--- config.mk ---
export PLATFORM = sky130hd
export DESIGN_NAME = forward_propagation_hidden_node
export DESIGN_NICKNAME = d
export VERILOG_FILES = /design/src/rtl/forward_propagation_hidden_node.sv
export SDC_FILE = /design/constraint.sdc
export NUM_CORES = 1
export LEC_CHECK = 0
export ABC_AREA = 1
export ABC_CLOCK_PERIOD_IN_PS = 4000
export BUFFER_PORTS_ARGS = -buffer_cell sky130_fd_sc_hd__buf_2
export CAP_MARGIN = 20
export CELL_PAD_IN_SITES_DETAIL_PLACEMENT = 2
export CELL_PAD_IN_SITES_GLOBAL_PLACEMENT = 2
export CORE_ASPECT_RATIO = 0.8
export CORE_UTILIZATION = 37
export DETAILED_ROUTE_END_ITERATION = 12
export PLACE_DENSITY_LB_ADDON = 0.1
export RECOVER_POWER = 50
export SYNTH_ARGS = -nofsm -noshare
export SYNTH_HDL_FRONTEND = slang
export SYNTH_SLANG_ARGS = --single-unit
--- constraint.sdc ---
create_clock -name clk -period 4 [get_ports clk]
set_clock_uncertainty 0.1 [all_clocks]
set_input_delay 0.4 -clock clk [delete_from_list [all_inputs] [get_ports clk]]
set_output_delay 0.4 -clock clk [all_outputs]
set_load 0.01 [all_outputs]
--- src/rtl/forward_propagation_hidden_node.sv ---
// forward_propagation_hidden_node
// One hidden-layer neuron of the forward pass: y = ReLU(sum_k x[k]*w[k] + b) in FP32.
// Input activations are buffered locally, weights and bias are read one at a time from the
// weight RAM, and every multiply/add is issued to a shared external FP unit, one at a time.

`timescale 1ns/1ps

module forward_propagation_hidden_node #(
    parameter int DATA_WIDTH          = 32,
    parameter int ADDRESS_WIDTH       = 11,
    parameter int ADDRESS_NODE        = 0,
    parameter int NUMBER_OF_BACK_NODE = 32
) (
    input  logic                     clk,
    input  logic                     rst_n,
    input  logic                     i_valid,
    input  logic [DATA_WIDTH-1:0]    i_data,
    output logic                     o_ready,
    output logic [ADDRESS_WIDTH-1:0] o_weight_addr,
    output logic                     o_weight_en,
    input  logic [DATA_WIDTH-1:0]    i_weight,
    output logic                     o_fp_op,
    output logic [DATA_WIDTH-1:0]    o_fp_a,
    output logic [DATA_WIDTH-1:0]    o_fp_b,
    output logic                     o_fp_valid,
    input  logic [DATA_WIDTH-1:0]    i_fp_result,
    input  logic                     i_fp_valid,
    output logic [DATA_WIDTH-1:0]    o_data,
    output logic                     o_valid
);

    localparam int N     = NUMBER_OF_BACK_NODE;
    localparam int IDX_W = (N > 1) ? $clog2(N) : 1;

    localparam logic [IDX_W-1:0]         IDX_LAST  = IDX_W'(N - 1);
    // Each neuron owns N weights followed by its bias in the shared weight RAM.
    localparam logic [ADDRESS_WIDTH-1:0] BASE_ADDR = ADDRESS_WIDTH'(ADDRESS_NODE * (N + 1));
    localparam logic [ADDRESS_WIDTH-1:0] BIAS_ADDR = ADDRESS_WIDTH'(ADDRESS_NODE * (N + 1) + N);

    typedef enum logic [3:0] {
        IDLE,
        FETCH,
        WLAT,
        MUL,
        WAIT_MUL,
        ADD,
        WAIT_ADD,
        NEXT,
        BIAS_FETCH,
        BIAS_LAT,
        BIAS_ADD,
        WAIT_BIAS,
        ACT
    } state_t;

    state_t                  state;
    state_t                  next_state;

    logic [DATA_WIDTH-1:0]   x_buf [N];
    logic [IDX_W-1:0]        cnt;
    logic [IDX_W-1:0]        k;
    logic [DATA_WIDTH-1:0]   weight;
    logic [DATA_WIDTH-1:0]   product;
    logic [DATA_WIDTH-1:0]   acc;

    logic                    last_beat;

    assign last_beat = i_valid && (cnt == IDX_LAST);

    // State register; reset abandons any run in progress.
    always_ff @(posedge clk) begin
        if (!rst_n) begin
            state <= IDLE;
        end else begin
            state <= next_state;
        end
    end

    // Next-state logic and all handshake/request outputs, decoded from the current state.
    always_comb begin
        next_state    = state;
        o_ready       = 1'b0;
        o_weight_en   = 1'b0;
        o_weight_addr = '0;
        o_fp_valid    = 1'b0;
        o_fp_op       = 1'b0;
        o_fp_a        = '0;
        o_fp_b        = '0;

        unique case (state)
            IDLE: begin
                o_ready = 1'b1;
                if (last_beat) begin
                    next_state = FETCH;
                end
            end
            FETCH: begin
                o_weight_en   = 1'b1;
                o_weight_addr = BASE_ADDR + ADDRESS_WIDTH'(k);
                next_state    = WLAT;
            end
            WLAT: begin
                next_state = MUL;
            end
            MUL: begin
                o_fp_valid = 1'b1;
                o_fp_op    = 1'b0;
                o_fp_a     = x_buf[k];
                o_fp_b     = weight;
                next_state = WAIT_MUL;
            end
            WAIT_MUL: begin
                if (i_fp_valid) begin
                    next_state = (k == '0) ? NEXT : ADD;
                end
            end
            ADD: begin
                o_fp_valid = 1'b1;
                o_fp_op    = 1'b1;
                o_fp_a     = acc;
                o_fp_b     = product;
                next_state = WAIT_ADD;
            end
            WAIT_ADD: begin
                if (i_fp_valid) begin
                    next_state = NEXT;
                end
            end
            NEXT: begin
                next_state = (k == IDX_LAST) ? BIAS_FETCH : FETCH;
            end
            BIAS_FETCH: begin
                o_weight_en   = 1'b1;
                o_weight_addr = BIAS_ADDR;
                next_state    = BIAS_LAT;
            end
            BIAS_LAT: begin
                next_state = BIAS_ADD;
            end
            BIAS_ADD: begin
                o_fp_valid = 1'b1;
                o_fp_op    = 1'b1;
                o_fp_a     = acc;
                o_fp_b     = weight;
                next_state = WAIT_BIAS;
            end
            WAIT_BIAS: begin
                if (i_fp_valid) begin
                    next_state = ACT;
                end
            end
            ACT: begin
                next_state = IDLE;
            end
            default: begin
                next_state = IDLE;
            end
        endcase
    end

    // Input activation buffer; contents are only meaningful once all N beats have arrived.
    always_ff @(posedge clk) begin
        if (state == IDLE && i_valid) begin
            x_buf[cnt] <= i_data;
        end
    end

    // Counters, operand holding registers, accumulator and the registered ReLU output.
    always_ff @(posedge clk) begin
        if (!rst_n) begin
            cnt     <= '0;
            k       <= '0;
            weight  <= '0;
            product <= '0;
            acc     <= '0;
            o_data  <= '0;
            o_valid <= 1'b0;
        end else begin
            o_valid <= 1'b0;
            case (state)
                IDLE: begin
                    if (i_valid) begin
                        if (cnt == IDX_LAST) begin
                            cnt <= '0;
                            k   <= '0;
                        end else begin
                            cnt <= cnt + IDX_W'(1);
                        end
                    end
                end
                WLAT, BIAS_LAT: begin
                    weight <= i_weight;
                end
                WAIT_MUL: begin
                    if (i_fp_valid) begin
                        product <= i_fp_result;
                        if (k == '0) begin
                            acc <= i_fp_result;
                        end
                    end
                end
                WAIT_ADD, WAIT_BIAS: begin
                    if (i_fp_valid) begin
                        acc <= i_fp_result;
                    end
                end
                NEXT: begin
                    if (k != IDX_LAST) begin
                        k <= k + IDX_W'(1);
                    end
                end
                ACT: begin
                    o_data  <= acc[DATA_WIDTH-1] ? '0 : acc;
                    o_valid <= 1'b1;
                    k       <= '0;
                end
                default: begin
                end
            endcase
        end
    end

endmodule

==> results.yml, run 1 <==
clock_tree:
  cts_inserted_buffers: 119
  cts_tree: "built"
  htree_levels: 3
  cts_buffer_depth: 3
  insertion_delay_ns: 0.75
  root_buffer: "clkbuf_16"
  clock_sinks: 1171
  clk_pin_slew_ns: 0.07
die:
  core_um2: 125800
  num_rows: 116
  die_width_um: 401.4
  initial_core_util: 0.3752
  die_h_um: 321.5
  dieArea_um2: 129100
  ioPinCount: 212
power_and_ir_drop:
  switching_power_uw: 8804
  p_leak_uw: 0.02006
  p_clk_frac: 0.376
  vdd_ir_drop_max_mv: 0.3849
  comb_power_share: 0.161
  p_sw_frac: 0.2889
  pwr-share-seq: 0.462
  power.density_nw_per_um2: 551.0
  totalPowerFinal_uw: 30470
  p_int_uw: 21670
critical_path:
  startpoint_type: "register"
  end_kind: "output port"
  required_ns: 3.50
  path_cells: "inv_16 > buf_12 > buf_12 > nand2_1 > nand3_1 > nand3_1 > nand2_1 > nand2_1 > nand3_1 > nand3_1 > nand2_1 > buf_2"
  crit_buf_inv: 4
  cp_max_fo: 63
  critPathSlowestCell: "dfxtp_4"
  slowest_delay_ns: 0.47
  critPathKind: "register to output port"
  crit_family: "simple AND/OR/NAND/NOR gates"
  reg2reg_from: "state[2]"
  arrival_ns: 3.35
timing:
  setup_tns_ns: 0
  post-route-period-util: 0.9624
  setup_violations: 0
  rsz0062_at_grt: "false"
  period_needed_ns: 3.849
  hold_viol: 0
  timing.fmax_mhz: 259.8
  relSlewSlack: -0.1677
  finalMaxSlewViolations: 331
  tightest_slew_ns: 1.752
min_path:
  hp-class: "input pin to register"
  holdCritStartpoint: "i_weight[3]"
global_routing:
  use_met3: 0.03644
  grt_pass1_vias: 37330
  grt_max_degree: 134
  grt_usage: 0.2726
  grt_pass1_wl_um: 258000
  use_met2: 0.4424
  grt.busiest_layer: "met2"
  grt_antenna_before_repair: 13
  use_met1: 0.3879
  grt.overflow.total: 0
detailed_routing:
  first_iter_violations: 2461
  postRouteAntennaNets: 0
  via_per_inst: 5.559
  dr.pass1.iters: 6
  wl_per_cell_um: 28.16
  dr_total_vias: 34930
  drc: 0
  routed_wl_um: 176900
yosys:
  synth_top_area_cell: "edfxtp_1"
  synthDistinctLibCells: 25
  netlist_instances: 4297
  synth_seq_cells: 1171
  synth_top_cell_area_share: 0.6513
  yosys_warnings: 0
  synth_seq_area_share: 0.7136
  synth_area_per_cell_um2: 10.99
  syn_area_um2: 47220
  synth_area_leaders: "edfxtp_1 (65%), nand2_1 (11%), nand3_1 (10%)"
place:
  routabilityCongestion: 0.7794
  io_buffers: 205
  dpl.cell_count: 5981
  dp_hpwl_um: 98760
finish:
  num-nets-final: 4631
  area.growth.synth_to_final_pct: 17.12
  layout_common_cells: "nand2_1 (1408), edfxtp_1 (1024), nand3_1 (937)"
  final_common_cell: "nand2_1"
  drive_above_1_share: 0.1020
  instances_no_fill: 6284
outcome:
  violations: "max-capacitance violations, max-slew violations"
  status: "finished, violations left"
run:
  cap_violations: 11
-- Yosys cell counts (all sizes together) --
library cell / number
inv: 74
ha: 8
edfxtp: 1024
and3: 1
conb: 1
nand3: 939
nand2: 1409
nand4: 2
nor2: 184
o21ai: 172
buf: 191
xor2: 1
nor3: 9
clkbuf: 91
a21oi: 43
dfxtp: 147
o21a: 1
-- power groups by stage --
stage                     logic, uW  clock network [uW]  registers (uW)
after CTS                      4950               11700           14100
after global routing           5410               12100           14100
after detailed placement       4830                   0           14300
after global placement         4680                   0           14300
after floorplan                2960                   0           14200
final                          4910               11500           14100
-- kinds of logic after synthesis --
| group | after synthesis | share of synthesized area |
|---|---|---|
| fa+ha+maj | 8 | 0.002120 |
| simple gates | 2544 | 0.2279 |
| other cells | 1 | 0.00007942 |
| buf+inv | 356 | 0.03310 |
| flops | 1171 | 0.7136 |
| xor+xnor | 1 | 0.0001855 |
| compound gates | 216 | 0.02303 |
-- state kept, by name, summed over array words and instances, names as in the netlist, named ones only --
register / count
cnt: 5
state: 4
weight: 32
o_data: 31
acc: 32
x_buf: 1024
k: 5
product: 32
o_valid: 1
-- layout make-up --
type	instances	area [um^2]
Inverter	74	307.8
Clock inverter	64	635.6
Tap cell	1652	2067
Multi-Input combinational cell	2775	12220
Clock buffer	162	3308
Fill cell	12940	70540
Sequential cell	1171	33710
Antenna cell	4	10.01
Timing Repair Buffer	382	3042
-- per-layer routing --
layer,up-vias,wire length (um)
met1,18540,82230
met2,764,82910
met3,228,7828
met4,10,3892
li1,15390,-
met5,-,67
-- timing repair --
action | CTS | global route
endpoints found under the setup margin | 8 | 7
gates cloned | 0 | 0
hold endpoints to repair | 106 | 0
buffers inserted | 0 | 1
gates resized for setup | 7 | 1
hold buffers | 72 | 0
-- final timing paths --
path                   to  slack (ns)  cells past startpoint
max            o_fp_a[18]        0.15                     12
min             weight[3]        0.35                      4
max reg2reg  x_buf[3][13]        0.50                     10
min reg2reg    product[4]        0.35                      2
-- worst register-to-register path: stages, from the launching register on --
cell and delay (ns):
dfxtp_1 0.35, inv_1 0.13, nand2_1 0.20, inv_1 0.15
nand2_1 0.10, nor2_1 0.41, nand2_1 0.54, nor2_1 0.33
inv_1 0.13, nor3_2 0.17, buf_4 0.51
-- stage by stage --
stage | setup WS [ns] | util | hold WS (ns) | area [um^2]
after floorplan | 0.1035 | - | 0.3245 | 47230
after CTS | 0.03160 | 0.4401 | 0.01527 | 55380
after global routing | 0.01017 | 0.4394 | 0.3580 | 55290
after global placement | 0.7738 | 0.4028 | 0.3446 | 50690
after detailed placement | 0.7575 | 0.4028 | 0.3479 | 50690
final | 0.1506 | 0.4395 | 0.3535 | 55300
Note: power is estimated with default switching activity, not from simulation.
==> run 2: changes to the inputs <==
Settings changed: CORE_ASPECT_RATIO 0.8 to 1.5.
==> run 2 against run 1 <==
Effect of this change:
- the run still ends with max-capacitance violations, max-slew violations left
- die area barely moved
- count of clock-buffer cells in the layout fell by 13
- final cell count rose by 0.41%
- register-to-register slack improved by 0.06 ns
- via count fell by 1.5%
- clock power barely moved
- sequential power barely moved
- combinational power fell by 2%
- critical path type unchanged
==> results.yml, run 2 (synthesis gave the netlist of run 1 again) <==
finish:
  instances_no_fill: 6310
  num-nets-final: 4615
  top_register: "x_buf"
  layout_common_cells: "nand2_1 (1408), edfxtp_1 (1024), nand3_1 (939)"
  largest_reg_flops: 1024
  nFillCells: 13060
  area.growth.synth_to_final_pct: 16.59
  drive_above_1_share: 0.1018
  utilization: 0.4344
  final_common_cell: "nand2_1"
critical_path:
  end_kind: "output port"
  startpoint_type: "register"
  reg2reg_from: "state[2]"
  arrival_ns: 3.30
  cp_max_fo: 136
  required_ns: 3.50
  r2r_setup_slack_ns: 0.56
  critPathKind: "register to output port"
  ff2ff_path_depth: 8
  cp-endpoint: "o_fp_a[4]"
  worstReg2RegEnd: "x_buf[7][18]"
place:
  routabilityCongestion: 0.7368
  dpl.cell_count: 6023
  dp_hpwl_um: 93790
  io_buffers: 205
clock_tree:
  cts_inserted_buffers: 117
  root_buffer: "clkbuf_16"
  htree_levels: 3
  clock_sinks: 1171
  clk_pin_slew_ns: 0.06
  insertion_delay_ns: 0.73
  cts_buffer_depth: 3
  cts_tree: "built"
timing:
  setup_violations: 0
  rsz0062_at_grt: "false"
  post-route-period-util: 0.9493
  period_needed_ns: 3.797
  finalMaxSlewViolations: 200
  setup_tns_ns: 0
  relSlewSlack: -0.2010
  hold_viol: 0
  timing.fmax_mhz: 263.3
  tightest_slew_ns: 1.802
power_and_ir_drop:
  power.density_nw_per_um2: 549.3
  vdd_ir_drop_max_mv: 0.3455
  p_leak_uw: 0.01994
detailed_routing:
  dr_total_vias: 34420
  postRouteAntennaNets: 0
  via_per_inst: 5.455
  wl_per_cell_um: 27.23
  first_iter_violations: 2307
  dr.pass1.iters: 6
  drc: 0
  routed_wl_um: 171800
outcome:
  violations: "max-capacitance violations, max-slew violations"
  status: "finished, violations left"
global_routing:
  grt_pass1_vias: 37120
  grt_antenna_before_repair: 11
  grt_pass1_wl_um: 250100
  grt_usage: 0.2666
  grt_max_degree: 146
  grt.overflow.total: 0
die:
  core_um2: 126700
  initial_core_util: 0.3726
  dieArea_um2: 129100
  num_rows: 160
  die_width_um: 293.7
  die_h_um: 439.5
  ioPinCount: 212
min_path:
  hp-class: "input pin to register"
run:
  cap_violations: 8
==> run 2: changes by cell type in the layout (fill, tap and decap cells not counted), moves of 3 or more <==
cell           previous run  this run
buf_12                   45        39
inv_6                     1         5
clkinv_2                 28        24
buf_6                     4         0
dlygate4sd3_1            72        66
clkbuf_16               124       121
clkinvlp_4                1         4
buf_4                    52        55
clkbuf_1                 97        83
==> run 2: stage by stage <==
step / power [uW] / cell area [um^2] / setup WS, ns / hold WS (ns)
6_report: 30240 / 55050 / 0.2027 / 0.1177
5_1_grt: 31430 / 55050 / 0.009322 / 0.1567
4_1_cts: 30580 / 55150 / 0.01106 / 0.02797
3_5_place_dp: 19180 / 50610 / 0.8832 / 0.3473
3_3_place_gp: 19040 / 50610 / 0.9330 / 0.3346
2_1_floorplan: 17200 / 47230 / 0.1035 / 0.3245
==> run 2: layout make-up <==
type                       instances  area (um^2)  area share
antenna                            3        7.507   0.0001364
inverter                          74        307.8    0.005591
sequential                      1171        33710      0.6124
timing repair buffer             368         2810     0.05105
clock inverter                    69        655.6     0.01191
multi-input combinational       2775        12210      0.2218
clock buffer                     149         3222     0.05853
tap                             1701         2128     0.03866
==> run 2: worst min-delay path by stage <==
stage                      startpoint           end  depth (start not counted)
after floorplan            product[0]    product[0]                          2
after global placement     product[2]    product[2]                          2
after detailed placement  product[13]   product[13]                          2
after CTS                   i_data[6]  x_buf[25][6]                          1
after global routing            rst_n   product[30]                          3
final                           rst_n    weight[23]                          3
==> run 2: where the power goes <==
| group | switching, uW | leakage (uW) | internal (uW) | total (uW) |
|---|---|---|---|---|
| Combinational | 3500 | 0.00762 | 1310 | 4810 |
| Clock | 4950 | 0.00191 | 6390 | 11300 |
| Sequential | 247 | 0.0104 | 13800 | 14100 |
==> run 2: worst max-delay path: stages, from the launching register on <==
cell     delay (ns)
dfxtp_4        0.62
buf_12         0.49
nand2_1        0.12
nand3_1        0.13
nand3_1        0.09
nand2_1        0.10
nand2_1        0.05
nand3_1        0.20
nand3_1        0.30
nand2_1        0.16
buf_2          0.16
==> run 2: layer usage <==
| layer | vias to the layer above | global-route usage | routed length (um) |
|---|---|---|---|
| li1 | 15310 | - | - |
| met1 | 18070 | 0.3252 | 69770 |
| met2 | 805 | 0.4872 | 90370 |
| met3 | 234 | 0.03350 | 7314 |
| met4 | 2 | 0.08073 | 4358 |
| met5 | - | 0 | 7 |
==> run 2: timing repair <==
action / in CTS / in global routing
hold buffers: 66 / 0
setup endpoints to repair: 0 / 3
gates resized for setup: 0 / 2
endpoints found under the hold margin: 99 / 0
buffers inserted: 0 / 0
==> run 3: changes to the inputs <==
Settings changed: CORE_UTILIZATION 37 to 39, CTS_BUF_LIST set to sky130_fd_sc_hd__clkbuf_2, PLACE_DENSITY set to 0.88, PLACE_DENSITY_LB_ADDON 0.1 to unset.
==> run 3 against run 2 <==
Effect of this change:
- the run now fails in 5_1_grt
- synthesized cell count is the same
- synthesized area is the same
==> results.yml, run 3 <==
yosys:
  synth_seq_cells: 1171
  netlist_instances: 4297
  synthDistinctLibCells: 25
  async_reset_ff_frac: 0
  synth_area_per_cell_um2: 10.99
  syn_area_um2: 47220
  synth_area_leaders: "edfxtp_1 (65%), nand2_1 (11%), nand3_1 (10%)"
  synth-edff-count: 1024
  synthFlopType: "edfxtp_1"
  synth_top_cell_area_share: 0.6513
  yosys_warnings: 0
  synth_seq_area_share: 0.7136
  synth_top_area_cell: "edfxtp_1"
  yosysMostFrequentCell: "nand2_1"
  synthTopCellsByCount: "nand2_1 (1407), edfxtp_1 (1024), nand3_1 (939)"
outcome:
  status: "did not finish"
  stop_stage: "5_1_grt"
  tool.error: "[ERROR GRT-0232] Routing congestion too high. Check the congestion heatmap in the GUI."
die:
  num_rows: 156
  initial_core_util: 0.3927
  ioPinCount: 212
  die_width_um: 286.1
  die_h_um: 428.1
global_routing:
  grt_max_degree: 72
  grt_usage: 0.7807
  grt_antenna_before_repair: 88
  grt.overflow.total: 134
clock_tree:
  cts_buffer_depth: 4
  htree_levels: 5
  root_buffer: "clkbuf_2"
  cts_inserted_buffers: 287
  clock_sinks: 1171
place:
  pre_cts_slack_ns: 0.8141
  io_buffers: 205
  dp_hpwl_um: 113400
  dpl.cell_count: 5893
  routabilityCongestion: 0.7940
timing:
  worst_path_end_type: "output port"
  crit_endpoint: "o_fp_a[22]"
run 3: routing by layer:
metal,GRT usage,overflow
met5,0.5405,0
met4,0.7505,62
met3,0.6978,5
met1,0.7626,8
met2,0.9006,59
run 3: cells by family after synthesis:
family | after synthesis | share of synthesized area
buf+inv | 356 | 0.03310
xor+xnor | 1 | 0.0001855
other cells | 1 | 0.00007942
simple gates | 2544 | 0.2279
fa+ha+maj | 8 | 0.002120
flops | 1171 | 0.7136
compound gates | 216 | 0.02303
run 3: through the flow:
step | utilization | instance area, um^2
global placement | 0.4195 | 50440
floorplan | - | 47230
detailed placement | 0.4195 | 50440
CTS | 0.4916 | 59110
run 3: repair_timing:
| action | CTS |
|---|---|
| hold buffers | 349 |
| setup buffers | 49 |
| endpoints found under the setup margin | 65 |
| pin swaps | 33 |
| gates cloned | 38 |
| resized for setup | 251 |
| endpoints found under the hold margin | 1519 |
==> run 4: changes to the inputs <==
Settings changed: ABC_CLOCK_PERIOD_IN_PS 4000 to 5200, CELL_PAD_IN_SITES_DETAIL_PLACEMENT 2 to unset, CELL_PAD_IN_SITES_GLOBAL_PLACEMENT 2 to unset, CORE_ASPECT_RATIO 1.5 to unset, CORE_UTILIZATION 39 to 35, CTS_BUF_LIST sky130_fd_sc_hd__clkbuf_2 to unset, PLACE_DENSITY 0.88 to unset, PLACE_DENSITY_LB_ADDON set to 0.15.
Clock period 4 ns to 5.2 ns, I/O delays scaled along.
==> run 4 against run 3 <==
Effect of this change:
- the flow now finishes, with violations (design-rule violations, max-capacitance violations, max-slew violations)
==> results.yml, run 4 (synthesis gave the netlist of run 1 again) <==
critical_path:
  cp_max_fo: 87
  slowest_delay_ns: 0.54
  end_kind: "output port"
  path_cells: "clkinv_8 > buf_4 > nand3_1 > nand3_1 > nand2_1 > nand2_1 > nand3_1 > nand3_1 > nand2_1 > buf_2"
  startpoint_type: "register"
  arrival_ns: 3.70
  crit_buf_inv: 3
  crit_family: "simple AND/OR/NAND/NOR gates"
  required_ns: 4.58
  critPathSlowestCell: "dfxtp_4"
  cpMostUsedCell: "nand3_1"
  critPathKind: "register to output port"
clock_tree:
  cts_tree: "built"
  cts_inserted_buffers: 131
  htree_levels: 4
  cts_setup_buffers: 0
  clk_pin_slew_ns: 0.06
  clock_sinks: 1171
  insertion_delay_ns: 0.73
  root_buffer: "clkbuf_16"
  cts_buffer_depth: 3
finish:
  utilization: 0.4100
  num-nets-final: 4607
  largest_reg_flops: 1024
  top_register: "x_buf"
  area.growth.synth_to_final_pct: 16.02
  seq_area_um2: 33710
  instances_no_fill: 6365
  multi_input_area_um2: 12210
  layout_common_cells: "nand2_1 (1408), edfxtp_1 (1024), nand3_1 (939)"
  final_common_cell: "nand2_1"
  nFillCells: 12750
  drive_above_1_share: 0.09621
power_and_ir_drop:
  p_int_uw: 16650
  power.density_nw_per_um2: 420.4
  totalPowerFinal_uw: 23030
  switching_power_uw: 6384
  p_leak_uw: 0.01980
  p_clk_frac: 0.378
  p_sw_frac: 0.2772
  vdd_ir_drop_max_mv: 0.2679
  comb_power_share: 0.150
  pwr-share-seq: 0.472
timing:
  post-route-period-util: 0.8312
  finalMaxSlewViolations: 177
  setup_tns_ns: 0
  relSlewSlack: -0.1768
  rsz0062_at_grt: "false"
  tightest_slew_ns: 1.765
  period_needed_ns: 4.322
  setup_ws_ns: 0.8777
  hold_viol: 0
  timing.fmax_mhz: 231.4
  setup_violations: 0
min_path:
  hp-class: "input pin to register"
detailed_routing:
  wl_per_cell_um: 23.91
  first_iter_violations: 2891
  routed_wl_um: 152200
  dr.pass1.iters: 10
  drc: 10
  via_per_inst: 5.181
  dr_total_vias: 32980
  postRouteAntennaNets: 0
global_routing:
  grt.overflow.total: 0
  grt_max_degree: 201
  grt_pass1_wl_um: 219800
  grt_antenna_before_repair: 11
  grt_pass1_vias: 31320
  grt_usage: 0.2203
outcome:
  status: "finished, violations left"
  violations: "design-rule violations, max-capacitance violations, max-slew violations"
run:
  cap_violations: 5
place:
  io_buffers: 205
  dpl.cell_count: 6067
  pre_cts_slack_ns: 1.667
  dp_hpwl_um: 80220
  routabilityCongestion: 0.8211
die:
  die_width_um: 369.3
  initial_core_util: 0.3533
  dieArea_um2: 136400
  die_h_um: 369.3
  ioPinCount: 212
  core_um2: 133600
  num_rows: 134
## run 4: cell type report
cell class	instances	share of cell area
Clock buffer	170	0.06429
Tap cell	1768	0.04038
Antenna cell	3	0.0001370
Inverter	74	0.005550
Clock inverter	58	0.008062
Timing Repair Buffer	346	0.04333
Sequential cell	1171	0.6153
Multi-Input combinational cell	2775	0.2229
## run 4: worst reg2reg max path: cells and delay by family (launching register included)
family / cells / cell delay (ns)
AND/OR/NAND/NOR: 5 / 2.25
buffers and inverters: 3 / 0.65
flip-flops: 1 / 0.34
## run 4: repair_timing
| action | CTS | global route |
|---|---|---|
| hold buffers | 63 | 0 |
| endpoints found under the hold margin | 89 | 0 |
| gates resized for setup | 0 | 0 |
## run 4: final timing paths
check	endpoint	startpoint	cells past startpoint	slack [ns]
setup / recovery	o_fp_a[14]	register	10	0.88
hold / removal	product[8]	i_fp_result[8]	3	0.06
setup reg to reg	x_buf[26][0]	state[2]	8	1.56
hold reg to reg	product[5]	product[5]	2	0.35
## run 4: stage by stage
step | hold WS (ns) | instance area, um^2
global placement | 0.3365 | 50210
global route | 0.06236 | 54770
detailed placement | 0.3439 | 50210
floorplan | 0.3245 | 47230
CTS | 0.02429 | 54810
finish | 0.06187 | 54780
## run 4: routing by layer
metal,global-route usage,up-vias,routed length [um]
met1,0.3058,16450,67850
met3,0.03381,239,8056
met4,0.06759,6,4106
met2,0.3540,951,72120
li1,-,15330,-
met5,0,-,43
## run 4: power groups by stage
stage          Sequential, uW  Clock [uW]  Combinational, uW
6_report                10900        8710               3460
5_1_grt                 10900        9210               3850
4_1_cts                 10900        8880               3500
3_5_place_dp            11000           0               3450
3_3_place_gp            11000           0               3450
2_1_floorplan           11000           0               2280
